--- src/rtl/qcore_wave_dispatch_pkg.sv ---
// Shared definitions for the wave-port dispatcher: wave word layout and FSM states.
package qcore_wave_dispatch_pkg;

    localparam int WAVE_W = 168;

    // Wave word field slices, identical to the core wave register layout.
    localparam int WAVE_FREQ_LSB   = 0;
    localparam int WAVE_FREQ_W     = 32;
    localparam int WAVE_PHASE_LSB  = 32;
    localparam int WAVE_PHASE_W    = 32;
    localparam int WAVE_ENV_LSB    = 64;
    localparam int WAVE_ENV_W      = 24;
    localparam int WAVE_GAIN_LSB   = 88;
    localparam int WAVE_GAIN_W     = 32;
    localparam int WAVE_LENGTH_LSB = 120;
    localparam int WAVE_LENGTH_W   = 32;
    localparam int WAVE_CONF_LSB   = 152;
    localparam int WAVE_CONF_W     = 16;

    typedef enum logic [1:0] {
        EMPTY = 2'd0,
        LOAD  = 2'd1,
        WAIT  = 2'd2
    } disp_state_e;

endpackage

--- src/rtl/qcore_wave_fifo.sv ---
// Synchronous FIFO with registered read data, occupancy count and full flag.
module qcore_wave_fifo #(
    parameter int AW = 3,
    parameter int W  = 200
) (
    input  logic          clk_i,
    input  logic          rst_ni,
    input  logic          clear_i,
    input  logic          wr_i,
    input  logic [W-1:0]  wr_data_i,
    input  logic          rd_i,
    output logic [W-1:0]  rd_data_o,
    output logic [AW:0]   cnt_o,
    output logic          full_o
);

    localparam int DEPTH = 2 ** AW;

    logic [W-1:0]  mem [DEPTH];
    logic [AW-1:0] wr_ptr;
    logic [AW-1:0] rd_ptr;
    logic          wr_en;
    logic          rd_en;

    assign full_o = (cnt_o == (AW + 1)'(DEPTH));
    assign rd_en  = rd_i & (cnt_o != '0) & ~clear_i;
    // A write into a full memory is allowed when a read frees a slot in the same cycle.
    assign wr_en  = wr_i & ~clear_i & (~full_o | rd_en);

    always_ff @(posedge clk_i or negedge rst_ni) begin
        if (!rst_ni) begin
            wr_ptr <= '0;
            rd_ptr <= '0;
            cnt_o  <= '0;
        end else if (clear_i) begin
            wr_ptr <= '0;
            rd_ptr <= '0;
            cnt_o  <= '0;
        end else begin
            if (wr_en) wr_ptr <= wr_ptr + AW'(1);
            if (rd_en) rd_ptr <= rd_ptr + AW'(1);
            case ({wr_en, rd_en})
                2'b10:   cnt_o <= cnt_o + (AW + 1)'(1);
                2'b01:   cnt_o <= cnt_o - (AW + 1)'(1);
                default: cnt_o <= cnt_o;
            endcase
        end
    end

    // NOTE: storage has no reset so it maps onto RAM; validity is tracked by cnt_o alone.
    always_ff @(posedge clk_i) begin
        if (wr_en) mem[wr_ptr] <= wr_data_i;
        if (rd_en) rd_data_o <= mem[rd_ptr];
    end

endmodule

--- src/rtl/qcore_wave_dispatch.sv ---
// Timed wave-port dispatcher: queues (time, wave) pairs and releases the head
// entry to the signal-generator port once the timeline reaches its time.
module qcore_wave_dispatch
    import qcore_wave_dispatch_pkg::*;
#(
    parameter int FIFO_AW = 3,
    parameter int TIME_W  = 32
) (
    input  logic                clk_i,
    input  logic                rst_ni,
    input  logic                clear_i,
    input  logic                push_i,
    input  logic [TIME_W-1:0]   push_time_i,
    input  logic [WAVE_W-1:0]   push_wave_i,
    input  logic [TIME_W-1:0]   time_abs_i,
    input  logic                time_en_i,
    output logic                wave_we_o,
    output logic [WAVE_W-1:0]   wave_dt_o,
    output logic [FIFO_AW:0]    lvl_o,
    output logic                full_o,
    output logic                empty_o,
    output logic                late_o,
    output logic                ovf_o
);

    localparam int ENT_W = TIME_W + WAVE_W;

    disp_state_e         state_q, state_d;
    logic                mem_rd;
    logic                mem_full;
    logic [FIFO_AW:0]    mem_cnt;
    logic [ENT_W-1:0]    rd_data;
    logic                head_valid;
    logic [TIME_W-1:0]   head_time;
    logic [WAVE_W-1:0]   head_wave;
    logic [TIME_W-1:0]   diff;
    logic                diff_neg;
    logic                fire;
    logic                drop;

    qcore_wave_fifo #(
        .AW (FIFO_AW),
        .W  (ENT_W)
    ) u_fifo (
        .clk_i     (clk_i),
        .rst_ni    (rst_ni),
        .clear_i   (clear_i),
        .wr_i      (push_i),
        .wr_data_i ({push_time_i, push_wave_i}),
        .rd_i      (mem_rd),
        .rd_data_o (rd_data),
        .cnt_o     (mem_cnt),
        .full_o    (mem_full)
    );

    // Two's-complement difference keeps the compare correct across timeline wrap.
    assign diff     = head_time - time_abs_i;
    assign diff_neg = diff[TIME_W-1];
    assign fire     = time_en_i & head_valid & (state_q == WAIT) & (diff_neg | (diff == '0));
    assign drop     = push_i & ~clear_i & mem_full & ~mem_rd;

    // NOTE: every combinational output gets a default first so no latch is inferred.
    always_comb begin
        state_d = state_q;
        mem_rd  = 1'b0;
        case (state_q)
            EMPTY: begin
                if (mem_cnt != '0) begin
                    mem_rd  = 1'b1;
                    state_d = LOAD;
                end
            end
            LOAD: state_d = WAIT;
            WAIT: begin
                if (fire) begin
                    if (mem_cnt != '0) begin
                        mem_rd  = 1'b1;
                        state_d = LOAD;
                    end else begin
                        state_d = EMPTY;
                    end
                end
            end
            default: state_d = EMPTY;
        endcase
        if (clear_i) begin
            state_d = EMPTY;
            mem_rd  = 1'b0;
        end
    end

    // NOTE: sequential state uses non-blocking assignments so all registers update together.
    always_ff @(posedge clk_i or negedge rst_ni) begin
        if (!rst_ni) state_q <= EMPTY;
        else         state_q <= state_d;
    end

    always_ff @(posedge clk_i or negedge rst_ni) begin
        if (!rst_ni) begin
            head_valid <= 1'b0;
            head_time  <= '0;
            head_wave  <= '0;
            wave_we_o  <= 1'b0;
            wave_dt_o  <= '0;
            late_o     <= 1'b0;
            ovf_o      <= 1'b0;
        end else if (clear_i) begin
            // wave_dt_o deliberately keeps the last dispatched word.
            head_valid <= 1'b0;
            wave_we_o  <= 1'b0;
            late_o     <= 1'b0;
            ovf_o      <= 1'b0;
        end else begin
            wave_we_o <= fire;
            if (fire) begin
                wave_dt_o  <= head_wave;
                head_valid <= 1'b0;
                if (diff_neg) late_o <= 1'b1;
            end
            if (state_q == LOAD) begin
                head_time  <= rd_data[ENT_W-1 -: TIME_W];
                head_wave  <= rd_data[WAVE_W-1:0];
                head_valid <= 1'b1;
            end
            if (drop) ovf_o <= 1'b1;
        end
    end

    assign lvl_o   = mem_cnt + (FIFO_AW + 1)'(head_valid);
    assign full_o  = mem_full;
    assign empty_o = (lvl_o == '0);

endmodule

--- config.mk ---
export PLATFORM = sky130hd
export DESIGN_NAME = qcore_wave_dispatch
export DESIGN_NICKNAME = d
export VERILOG_FILES = /design/src/rtl/qcore_wave_dispatch_pkg.sv /design/src/rtl/qcore_wave_fifo.sv /design/src/rtl/qcore_wave_dispatch.sv
export SDC_FILE = /design/constraint.sdc
export NUM_CORES = 2
export LEC_CHECK = 0
export CAP_MARGIN = 0
export CORE_MARGIN = 3
export CORE_UTILIZATION = 45
export DETAILED_ROUTE_END_ITERATION = 6
export DONT_BUFFER_PORTS = 1
export SLEW_MARGIN = 25
export SYNTH_ARGS = -nofsm -noshare
export SYNTH_HDL_FRONTEND = slang
export SYNTH_SLANG_ARGS = --single-unit
--- constraint.sdc ---
create_clock -name clk_i -period 33.7 [get_ports clk_i]
set_input_delay 10.11 -clock clk_i [delete_from_list [all_inputs] [get_ports clk_i]]
set_output_delay 10.11 -clock clk_i [all_outputs]
set_load 0.02 [all_outputs]
---- Yosys cells after proc, flatten, opt, wreduce, memory -nomap -nowiden ----
Memory sizes are Yosys's and may differ from the RTL's. A register that Yosys moved wholly into a read port is not among the register bits.
Cells that the tools add are included.
storage, ports and cells
  register bits after elaboration ......... 384
  latch bits .............................. 0
  memory bits (writable) .................. 1600
  bits in read-only memories .............. 0
  bits of input ports ..................... 237
  output and inout port bits .............. 177
  logic and storage cells ................. 80
  memories ................................ 1
cells by class
  add/sub/neg operators ................... 6
  $mul .................................... 0
  divide/modulo/power cells ............... 0
  magnitude comparators ................... 0
  equality and inequality tests ........... 7
  shift operators ......................... 0
  multiplexer cells ....................... 26
  bitwise logic cells ..................... 14
  reductions and logical operators ........ 15
memories
  memory      words  width  rd ports  clocked after memory_dff  wr ports  RTL line               text
  u_fifo.mem  8      200    1         1                         1         qcore_wave_fifo.sv:19  logic [W-1:0] mem [DEPTH];
operators with widths
  kind                   count
  $logic_not A32 Y1      1
  $sub A32 B32 Y32       1
  $mux W1                15
  $mux W3                4
  $reduce_bool A2 Y1     5
  $and A1 B1 Y1          9
  $pmux W4 S2            1
  $reduce_and A2 Y1      4
  $add A3 B1 Y3 const B  2
  $mux W2                3
  $ne A3 B3 Y1 const B   2
  $pmux W2 S3            1
  $reduce_bool A3 Y1     2
  $add A4 B1 Y4          1
  $add A4 B1 Y4 const B  1
  $eq A2 B1 Y1 const B   2
  $eq A2 B2 Y1 const B   2
  $eq A4 B4 Y1 const B   1
  $logic_not A4 Y1       1
  $mux W4                1
  $reduce_bool A4 Y1     1
  $sub A4 B1 Y4 const B  1
  $not A1 Y1             3
  $logic_not A2 Y1       1
  other kinds (2)        3

---- Depth between registers and ports, before layout ----
  depth in word-level cells ............... 14
  gate-level depth with buffers ........... 21
  gate-level depth less buffers ........... 20

---- Modules after synthesis ----
From an unflattened synthesis, not the netlist that was laid out.
second synthesis, totals
  cells, all modules ...................... 3762
  area, all modules ....................... 83159.8 um^2
by module, submodules not included
  module               times used  cells each  area an instance (um^2)  seq. area each (um^2)
  qcore_wave_fifo      1           2589        66932.9                  54302.1
  qcore_wave_dispatch  1           1173        16226.8                  9359.0

---- Worst setup path before layout ----
No wires, ideal clock.
  kind .................................... input to register
  from .................................... input port time_abs_i[0]
  to ...................................... memory u_fifo.mem[7][0], enable pin
  setup time .............................. 1.255 ns
  arrival ................................. 32.297 ns
  data required time ...................... 32.445 ns
  path slack .............................. 0.148 ns
  cell stages on the path ................. 14
  path buffers ............................ 1
  path through ............................ ha_1 > fa_1 > nand2b_2 > a211oi_4 > o21ai_0 > a32o_1 > or4_1 > or4_1 > nor4_2 > nand4_2 > a21o_1 > and2_1 > buf_6 > nor4bb_1
between the ends
  cells in the longest elaborated chain, start to end .. 13
RTL lines
  element                          RTL line                   text
  from (decl)                      qcore_wave_dispatch.sv:15  input logic [TIME_W-1:0] time_abs_i,
  $sub A32 B32 Y32 *               qcore_wave_dispatch.sv:57  assign diff = head_time - time_abs_i;
  $logic_not A32 Y1                qcore_wave_dispatch.sv:59  assign fire = time_en_i & head_valid & (state_q == WAIT) & (diff_neg | (diff == '0));
  $or A1 B1 Y1 *                   qcore_wave_dispatch.sv:59
  $and A1 B1 Y1 *                  qcore_wave_dispatch.sv:59
  $mux W1 *                        qcore_wave_dispatch.sv:75  if (fire) begin
  $pmux W1 S2 *                    qcore_wave_dispatch.sv:66  case (state_q)
  $mux W1 *                        qcore_wave_dispatch.sv:86  if (clear_i) begin
  $and A1 B1 Y1 * (2 in series)    qcore_wave_fifo.sv:26      assign rd_en = rd_i & (cnt_o != '0) & ~clear_i;
  $or A1 B1 Y1 *                   qcore_wave_fifo.sv:28      assign wr_en = wr_i & ~clear_i & (~full_o | rd_en);
  $and A1 B1 Y1 *                  qcore_wave_fifo.sv:28
  $mux W1 *                        qcore_wave_fifo.sv:52      if (wr_en) mem[wr_ptr] <= wr_data_i;
  $mux W1 (implied by the code) *  qcore_wave_fifo.sv:52
  to (decl)                        qcore_wave_fifo.sv:19
Mark *: on every way between the ends. The rest lies on a longest branch, timed or not.

---- Worst setup path after layout ----
  from .................................... input port time_abs_i[2]
  to ...................................... memory u_fifo.mem[7][141], enable pin
Same word-level chain as after synthesis.

==> summary.md <==
| Metric | Value |
|---|---|
| Status | finished, final reports clean |
| Pleak | 31.09 nW |
| Worst Max-Slew Pin Slew | 1.050 ns |
| Synthesized area per cell | 22.09 um^2 |
| Total GRT Usage | 19.38% |
| Register area | 0.06367 mm^2 |
| Synth Instances | 3738 |
| P per Cell Area | 78.28 mW/mm^2 |
| Clock group share of total power | 33.5% |
| CTS max path bufs | 3 |
| Area of the multi-input gates | 0.01812 mm^2 |
| Final Util | 51.17% |
| Layout area overhead | 12.51% |
| Final Max Tran Viols | 0 |
| Cell count after placement | 5995 |
| Finished Layout Cells | 6416 |
| Maxcap violations | 0 |
| Core box area | 0.1815 mm^2 |
| Maximum vdd ir drop | 0.06409 mV |
| Placer Congestion | 0.8083 |
| First-pass detailed-route iteration total | 5 |
| TritonCTS clock tree | yes |
| Area of the die | 0.1886 mm^2 |
| Number of distinct library cells after synthesis | 71 |
| Largest net degree at the start of global routing | 385 |
| Post-CTS Repair Setup Buffers | 0 |
| Post-Route WL | 181.4 mm |
| Vias in the first global route | 38720 |
| Drt initial violations | 2483 |
| Port bufs | 0 |
| Post-cts gate resize count | 0 |
| Final setup violation count | 0 |
| Clock transition at path regs | 0.06 ns |
| Yosys Warn Count | 0 |
| Switching part of the total | 26.21% |
| Internal Power | 5.366 mW |
| Synthesized flop and latch total | 2184 |
| Initial antenna violation count | 3 |
| Crit path DAT | 17.82 ns |
| Reg2reg path depth | 15 |
| Wire per inst | 28.27 um |
| Synth Cell Area | 0.08256 mm^2 |
| Share of cells above drive strength 1 | 31.63% |
| Die width | 434.3 um |
| Setup TNS Final | 0 ns |
| CP Max Fanout | 44 |
| Crit. End Element | register |
| Sequential Power Share | 49.4% |
| Worst path slowest cell | a2111oi_0 |
| Hold Path Class | register to register |
| Critical path class | input pin to register |
| Period utilisation layout | 51.50% |
| Slew headroom | 30.02% |
| Global route total overflow | 0 |
| Seq/Total Area, Yosys | 77.11% |
| Startpoint Class | input pin |
| Antenna viol nets, final | 0 |
| CP Cell Sequence | inv_1, ha_1, o2111ai_1, a2111oi_0, nor3_1, o41ai_1, xor2_1, a2111oi_0, nand4_2, a21o_1, and2_1, nor4bb_4, buf_4, buf_4, buf_4, buf_4 |
| Std-Cell Rows | 156 |
| Clk root buf | clkbuf_16 |
| CP most frequent cell | buf_4 |
| Syn nets | 4014 |
| Clock sinks | 2184 |
| Nets | 4124 |
| WP data required | 34.16 ns |
| First-pass GRT wire length | 267.3 mm |
| Starting Density | 45.48% |
| Psw | 1.905 mW |
| Clk_skew | 0.03309 ns |
| H-tree depth | 4 |
| DRC | 0 |
| Hold buffer count at cts | 0 |
| Combinational power share | 17.1% |
| Post-DP HPWL | 99.56 mm |
| Clock Latency Late Sink | 0.84 ns |
| PnR worst setup slack | 16.35 ns |
| Max incr delay on CP | 0.92 ns |
| Vias post-DR | 36250 |
| RSZ-0062 raised after global routing | false |
| Die H | 434.3 um |
| Dpl ws | 15.57 ns |
| F_max | 0.05762 GHz |
| Min cycle time layout | 17.35 ns |
| I/O Pins | 414 |
| Vias/cell | 5.650 |
| Main synth FF type | edfxtp_1 |
| Hold path cells | 2 |
| Fillers | 14240 |
| Final Hold Vio Count | 0 |
| CTS buffer count | 218 |
| Post-synth EDFFs | 1800 |
| FFs w/ async S/R, synth | 17.58% |
==> sequential cells by signal (all words and copies together) (netlist names), 2 cells and up <==
| signal | count |
|---|---|
| head_time | 32 |
| head_wave | 168 |
| state_q | 2 |
| u_fifo.cnt_o | 4 |
| u_fifo.mem | 1600 |
| u_fifo.rd_data_o | 200 |
| u_fifo.rd_ptr | 3 |
| u_fifo.wr_ptr | 3 |
| wave_dt_o | 168 |
==> kinds of logic after synthesis <==
logic type               share of synthesized area [%]
AO/OA/AOI/OAI                                    1.222
multiplexers                                     18.79
buffers and inverters                            1.049
XOR/XNOR                                        0.1485
AND/OR/NAND/NOR                                  1.073
flip-flops                                       77.11
adder cells (fa/ha/maj)                         0.6093
==> power groups by stage <==
| stage | Combinational (mW) | Sequential [mW] | Clock [mW] |
|---|---|---|---|
| global placement | 1.25 | 3.65 | 0 |
| detailed placement | 1.26 | 3.66 | 0 |
| finish | 1.24 | 3.59 | 2.44 |
| floorplan | 0.983 | 3.58 | 0 |
| CTS | 1.26 | 3.60 | 2.51 |
| global route | 1.36 | 3.63 | 2.61 |
==> worst paths after layout <==
| kind | from | end | slack (ns) |
|---|---|---|---|
| setup / recovery | time_abs_i[2] | u_fifo.mem[7][141]$_DFFE_PP_ | 16.35 |
| max in group asynchronous | rst_ni | head_wave[143]$_DFFE_PN0P_ | 23.25 |
| min in group asynchronous | rst_ni | head_time[17]$_DFFE_PN0P_ | 8.97 |
| hold reg to reg | u_fifo.rd_data_o[168]$_DFFE_PN_ | head_time[0]$_DFFE_PN0P_ | 0.44 |
| setup reg to reg | head_time[11]$_DFFE_PN0P_ | u_fifo.mem[7][141]$_DFFE_PP_ | 25.25 |
| hold / removal | u_fifo.rd_data_o[168]$_DFFE_PN_ | head_time[0]$_DFFE_PN0P_ | 0.44 |
==> worst max-delay path, delay by kind of cell <==
| kind | cells | cell delay [ns] |
|---|---|---|
| buffers and inverters | 5 | 2.80 |
| AO/OA/AOI/OAI | 5 | 2.76 |
| AND/OR/NAND/NOR | 4 | 1.49 |
| XOR/XNOR | 1 | 0.11 |
| adder cells (fa/ha/maj) | 1 | 0.39 |
==> layout by cell type, fill, tap and decap left out, types with 10 or more instances in the layout <==
master	instances
clkbuf_16	222
clkbuf_1	64
clkinv_2	37
o21ai_0	28
ha_1	37
nand4_1	15
nor2_1	31
nand2_1	43
buf_4	48
dfrtp_1	381
mux2_2	459
clkinv_1	18
mux2_1	109
edfxtp_1	1800
a21oi_1	36
clkbuf_8	33
mux4_2	400
bufinv_16	18
nand3_1	10
inv_1	40
a21o_1	14
==> cell type report <==
class                   instances  share of cell area, %
clock inverters                97                  1.158
inverters                      40                 0.1617
flip-flops and latches       2184                  68.55
multi-input cells            1342                  19.51
repair buffers                 62                 0.6951
diodes                          2               0.005388
well taps                    2370                  3.193
clock buffers                 319                  6.729
==> per-layer routing <==
metal	wire [um]	share of wire (%)	GRT usage, %
met5	0	0	0
met3	8311	4.6	3.872
met1	72720	40	24.38
met4	3827	2.1	4.793
met2	96500	53	34.45
==> synth_stat cells, types with 6 or more instances <==
cell | number | area [um^2]
a211oi_1 | 6 | 45.04
a21o_1 | 14 | 105.1
a21oi_1 | 36 | 180.2
and2_1 | 7 | 43.79
buf_1 | 45 | 168.9
buf_4 | 13 | 97.59
clkbuf_1 | 107 | 401.6
dfrtp_1 | 384 | 9609
edfxtp_1 | 1800 | 54050
ha_1 | 37 | 462.9
inv_1 | 40 | 150.1
mux2_1 | 109 | 1227
mux2_2 | 459 | 5169
mux2i_1 | 6 | 60.06
mux4_2 | 400 | 9009
nand2_1 | 43 | 161.4
nand2b_1 | 6 | 37.54
nand3_1 | 10 | 50.05
nand4_1 | 15 | 93.84
nor2_1 | 33 | 123.9
nor2b_1 | 9 | 56.30
nor3_1 | 10 | 50.05
o2111ai_1 | 7 | 61.31
o211ai_1 | 8 | 60.06
o21a_1 | 8 | 60.06
o21ai_0 | 28 | 140.1
xnor2_1 | 8 | 70.07
xor2_1 | 6 | 52.55
==> per-stage QoR <==
step                power, mW  hold slack [ns]  area [um^2]
finish                  7.271           0.4447        92880
global route            7.605           0.4850        92880
global placement        4.902           0.4560        85460
detailed placement      4.916           0.4486        85460
floorplan               4.565           0.4260        82560
CTS                     7.376           0.4514        92790
(Power assumes the default switching activity.)
